`config.mk`:
```
export PLATFORM = sky130hd
export DESIGN_NAME = dds_multi
export DESIGN_NICKNAME = d
export VERILOG_FILES = /design/src/rtl/dds_multi.sv
export SDC_FILE = /design/constraint.sdc
export NUM_CORES = 1
export LEC_CHECK = 0
export ABC_AREA = 1
export BUFFER_PORTS_ARGS = -buffer_cell sky130_fd_sc_hd__buf_4
export CORE_ASPECT_RATIO = 0.75
export CORE_UTILIZATION = 50
export CTS_CLUSTER_DIAMETER = 60
export DETAILED_ROUTE_END_ITERATION = 12
export GPL_TIMING_DRIVEN = 0
export PLACE_DENSITY = 0.66
export SLEW_MARGIN = 25
export SYNTH_ARGS = -nofsm -noshare
export SYNTH_HDL_FRONTEND = slang
export SYNTH_SLANG_ARGS = --single-unit
export TNS_END_PERCENT = 10
```
`constraint.sdc`:
```
create_clock -name clk -period 8.05 [get_ports clk]
set_input_delay 0.4025 -clock clk [delete_from_list [all_inputs] [get_ports clk]]
set_output_delay 0.4025 -clock clk [all_outputs]
set_load 0.01 [all_outputs]
```
`src/rtl/dds_multi.sv`:
```
// dds_multi: N-channel DDS with shadowed config, atomic commit and ROM-based sine
module dds_multi #(
  parameter int N_CH = 2,
  parameter int ACC_W = 32,
  parameter int LUT_AW = 10,
  parameter int DAC_W = 14
) (
  input  logic                    clk,
  input  logic                    rst_n,
  input  logic                    cfg_valid,
  output logic                    cfg_ready,
  input  logic [7:0]              cfg_ch,
  input  logic [1:0]              cfg_addr,
  input  logic [31:0]             cfg_data,
  input  logic                    cfg_commit,
  input  logic                    cfg_phase_rst,
  output logic [N_CH*LUT_AW-1:0]  lut_addr,
  input  logic [N_CH*DAC_W-1:0]   lut_data,
  output logic [N_CH*DAC_W-1:0]   da,
  output logic                    da_valid,
  output logic                    sync_out
);
  localparam logic [DAC_W-1:0] MID = DAC_W'(1) << (DAC_W-1);
  logic wr, cm, prst, carry0;
  logic [3:0] vld_sr;
  assign wr = cfg_valid && cfg_ready;
  assign cm = cfg_commit && cfg_ready;
  assign prst = cm && cfg_phase_rst;
  assign da_valid = vld_sr[3];
  always_ff @(posedge clk)
    if (!rst_n) begin
      cfg_ready <= 1'b1;
      vld_sr <= '0;
      sync_out <= 1'b0;
    end else begin
      cfg_ready <= !cm;
      vld_sr <= {vld_sr[2:0], 1'b1};
      sync_out <= carry0 && !prst;
    end
  for (genvar g = 0; g < N_CH; g++) begin : g_ch
    logic hit;
    logic [ACC_W-1:0] sh_freq, freq, n_freq, acc, nacc;
    logic [LUT_AW-1:0] sh_phase, phase, n_phase, p, p_d;
    logic [LUT_AW-2:0] t;
    logic [8:0] sh_amp, amp, n_amp, wr_amp;
    logic [2:0] sh_mode, mode, n_mode;
    logic [DAC_W-1:0] rom, saw, trg, w, w_r, da_r;
    logic signed [DAC_W+9:0] prod;
    assign hit = wr && cfg_ch == 8'(g);
    assign wr_amp = cfg_data[8:0] > 9'd256 ? 9'd256 : cfg_data[8:0];
    assign n_freq = hit && cfg_addr == 2'd0 ? cfg_data[ACC_W-1:0] : sh_freq;
    assign n_phase = hit && cfg_addr == 2'd1 ? cfg_data[LUT_AW-1:0] : sh_phase;
    assign n_amp = hit && cfg_addr == 2'd2 ? wr_amp : sh_amp;
    assign n_mode = hit && cfg_addr == 2'd3 ? cfg_data[2:0] : sh_mode;
    assign nacc = acc + freq;
    assign rom = lut_data[g*DAC_W +: DAC_W];
    assign t = p_d[LUT_AW-1] ? ~p_d[LUT_AW-2:0] : p_d[LUT_AW-2:0];
    assign saw = (DAC_W'(p_d) << (DAC_W-LUT_AW)) ^ MID;
    assign trg = (DAC_W'(t) << (DAC_W-LUT_AW+1)) ^ MID;
    always_comb
      w = mode == 3'd0 ? rom ^ MID :
          mode == 3'd1 ? (p_d[LUT_AW-1] ? MID : ~MID) :
          mode == 3'd2 ? saw :
          mode == 3'd3 ? trg :
          mode == 3'd4 ? ~MID : '0;
    assign prod = (DAC_W+10)'($signed(w_r)) * (DAC_W+10)'($signed({1'b0, amp}));
    always_ff @(posedge clk)
      if (!rst_n) begin
        sh_freq <= '0;
        sh_phase <= '0;
        sh_amp <= '0;
        sh_mode <= '0;
        freq <= '0;
        phase <= '0;
        amp <= '0;
        mode <= '0;
        acc <= '0;
        p <= '0;
        p_d <= '0;
        w_r <= '0;
        da_r <= MID;
      end else begin
        sh_freq <= n_freq;
        sh_phase <= n_phase;
        sh_amp <= n_amp;
        sh_mode <= n_mode;
        if (cm) begin
          freq <= n_freq;
          phase <= n_phase;
          amp <= n_amp;
          mode <= n_mode;
        end
        acc <= prst ? '0 : nacc;
        p <= acc[ACC_W-1 -: LUT_AW] + phase;
        p_d <= p;
        w_r <= w;
        da_r <= DAC_W'(prod >>> 8) ^ MID;
      end
    assign lut_addr[g*LUT_AW +: LUT_AW] = p;
    assign da[g*DAC_W +: DAC_W] = da_r;
  end
  // a wrapped sum is smaller than the value it started from
  assign carry0 = g_ch[0].nacc < g_ch[0].acc;
endmodule
```
==> flow_summary.toml <==
[pwr]
internal_power_mw = 3.62
p_sw_frac = 0.330
p_clk_frac = 0.374
p_sw_mw = 1.78
p_seq_frac = 0.390
combPwrFrac = 0.237
p_per_area_nw_per_um2 = 171
power.leakage_nw = 17.3
peakVddDrop_mv = 0.178

[worst_hold_path]
holdCritPathClass = "in -> reg"

[cts]
cts_buffers = 43
worstSkewPairLatency_ns = 0.57
cts-root-buf = "clkbuf_16"
post_cts_resized = 0
clockBufferDepth = 3
cts.sink_count = 382
cts_tree = "yes"
path_clk_slew_ns = 0.06
ctsHtreeMaxLevel = 2

[sta]
tns_ns = 0
fin_crit_sh = 0.716
setup_viol = 0
skew_ns = 0.0141
tightest_slew_ns = 1.12
fmax_mhz = 174
hold_violations = 0
grt_setup_unrepaired = "false"
relSlewSlack = 0.254
fin_hold_ws_ns = 0.111
fin_crit_ns = 5.76
slew_violations = 0

[job]
drv_cap = 0

[logic_synthesis]
synth_area_um2 = 28300
synthArstFlopShare = 0
avgSynthCellArea_um2 = 6.89
synthDominantCellAreaShare = 0.270
netlist_top_cells_area = "dfxtp_1 (27%), fa_1 (14%), nand2_1 (14%), inv_1 (11%), ha_1 (9.0%)"
synth.net_count = 4587
synth_cell_types = 39
synth-edff-count = 0
synth_seq_cells = 382
ys_seq_area_frac = 0.270
synth_flop_cell = "dfxtp_1"
synth_largest_area_cell = "dfxtp_1"
yosysWarnings = 0
syn_inst = 4104

[die]
die_x_um = 277
std_cell_rows = 75
die_area_um2 = 57500
start_util = 0.506
io_pins = 126
core_region_area_um2 = 55900
die_y_um = 208

[global_route]
grt-ovfl-total = 0
grt_max_degree = 15
grt.total_usage = 0.289
grt_first_pass_wirelength_um = 131000
antenna_found_initial = 2
first_global_vias = 24300

[drt]
first_pass_iters = 6
first_iter_violations = 2015
drcViolationCount = 0
postRouteAntennaNets = 0
avgRoutedWirePerCell_um = 16.2
wl_um = 81400
vias = 25700
routed_via_density = 5.10

[critical_path]
crit_required_ns = 8.52
slowest_stage = "dfxtp_1"
crit_path_start_kind = "flip-flop"
max_stage_delay_ns = 0.56
critPathKind = "reg -> reg"
worstPathMaxFanout = 10
crit_arrival_ns = 6.23
crit_top_cell = "fa_1"
worst_setup_path_end_kind = "flip-flop"
path_cells = "clkbuf_1 -> nand2_1 -> fa_1 -> inv_1 -> fa_1 -> fa_1 -> fa_1 -> inv_1 -> fa_1 -> inv_1 -> ha_1 -> nand4_1 -> nor3_1 -> nand4_1 -> nand3_1 -> nand2_1 -> nand2_1 -> nor2_1"

[finish]
final_nets = 4758
regArea_um2 = 7650
syn_to_final_growth_pct = 11.7
multi_input_area_um2 = 16900
layout-drive-gt1-share = 0.0543
fillCellCount = 5604

[place]
gp_congestion = 0.954
io_buffers = 125
hpwl_um = 64500

[status]
status = "finished, final reports clean"
## registers in the layout, summed over array words and instances, names as in the netlist
register / count
g_ch.sh_phase: 20
g_ch.sh_amp: 18
sync_out: 1
cfg_ready: 1
g_ch.freq: 64
g_ch.da_r: 28
g_ch.mode: 6
g_ch.acc: 64
g_ch.w_r: 28
vld_sr: 4
g_ch.p: 20
g_ch.amp: 18
g_ch.sh_freq: 64
g_ch.p_d: 20
g_ch.phase: 20
g_ch.sh_mode: 6
## power groups by stage
| stage | clock network, mW | logic [mW] | registers, mW |
|---|---|---|---|
| final | 2.02 | 1.28 | 2.11 |
| after global routing | 2.13 | 1.46 | 2.11 |
| after CTS | 2.05 | 1.27 | 2.10 |
| after detailed placement | 0 | 1.26 | 2.14 |
| after global placement | 0 | 1.25 | 2.14 |
| after floorplan | 0 | 0.847 | 2.12 |
## worst max-delay path, delay by kind of cell, from the launching register on
kind	cells	cell delay [ns]
and+or+nand+nor	8	1.46
DFF	1	0.56
buffers and inverters	4	0.65
adders and majority gates	6	2.96
## final cells by class
type	count	area share
plain buffers	132	0.0163
flip-flops and latches	382	0.242
clock buffers	56	0.0388
inverters	868	0.103
well taps	731	0.0290
diodes	2	0.000158
repair buffers	126	0.0300
multi-input cells	2722	0.534
clock inverters	21	0.00666
## per-layer routing
| metal | vias to the layer above | wire, um | GRT usage | part of all wire |
|---|---|---|---|---|
| li1 | 12900 | - | - | - |
| met1 | 11900 | 40700 | 0.445 | 0.50 |
| met2 | 761 | 32800 | 0.421 | 0.40 |
| met3 | 98 | 6210 | 0.0433 | 0.076 |
| met4 | 0 | 1650 | 0.0690 | 0.020 |
| met5 | - | 0 | 0 | 0 |
## synth_stat cells, drive strengths merged (25+ instances only)
library cell	instances
clkbuf	118
nor3	33
xor2	25
nand3	128
nand4	27
fa	204
nor2	336
inv	866
a21oi	306
ha	204
o21ai	281
nand2	1069
dfxtp	382
## placed cells by master (no fill, tap or decap), drive strengths merged, types with 10 or more instances in the layout
cell type | synthesis | final
a31oi | 16 | 16
clkbuf | 118 | 174
o21ai | 281 | 281
o21bai | 15 | 15
dfxtp | 382 | 382
or2 | 18 | 18
fa | 204 | 204
xor2 | 25 | 25
xnor2 | 10 | 10
nand4 | 27 | 27
ha | 204 | 204
inv | 866 | 872
nor3 | 33 | 33
clkinv | 2 | 12
o21a | 14 | 14
buf | 14 | 139
nand2 | 1069 | 1069
nand3 | 128 | 128
a21oi | 306 | 306
nor2 | 336 | 336
## path summary, 6_finish.rpt
kind	from	end	slack [ns]	cells after the start
setup reg to reg	g_ch[0].amp[2]	g_ch[0].da_r[12]	2.29	18
hold reg to reg	vld_sr[0]	vld_sr[1]	0.42	2
hold / removal	lut_data[14]	g_ch[1].w_r[0]	0.11	5
setup / recovery	g_ch[0].amp[2]	g_ch[0].da_r[12]	2.29	18
## cells by family (layout without fill, tap and decap cells)
family	after synthesis	in the layout	synth area share
AO/OA/AOI/OAI	644	644	0.119
XOR/XNOR	35	35	0.0108
adder cells (fa/ha/maj)	408	408	0.235
buffers and inverters	1000	1203	0.133
flip-flops	382	382	0.270
other	0	2	0
AND/OR/NAND/NOR	1635	1635	0.232
## per-stage QoR
stage           util  instances  area (um2)  setup slack [ns]  power, mW
5_1_grt        0.565       5040       31600              2.11       5.71
3_5_place_dp   0.539       4960       30100              2.56       3.41
3_3_place_gp   0.539       4960       30100              2.53       3.40
2_1_floorplan      -       4104       28300              3.46       2.97
4_1_cts        0.565       5038       31600              2.53       5.42
6_report       0.565       5040       31600              2.29       5.40
## repair_timing
action,4_1_cts,5_1_grt
hold buffers,1,0
hold endpoints to repair,1,0
buffers inserted,0,0
Power figures use the tool's default switching activity.
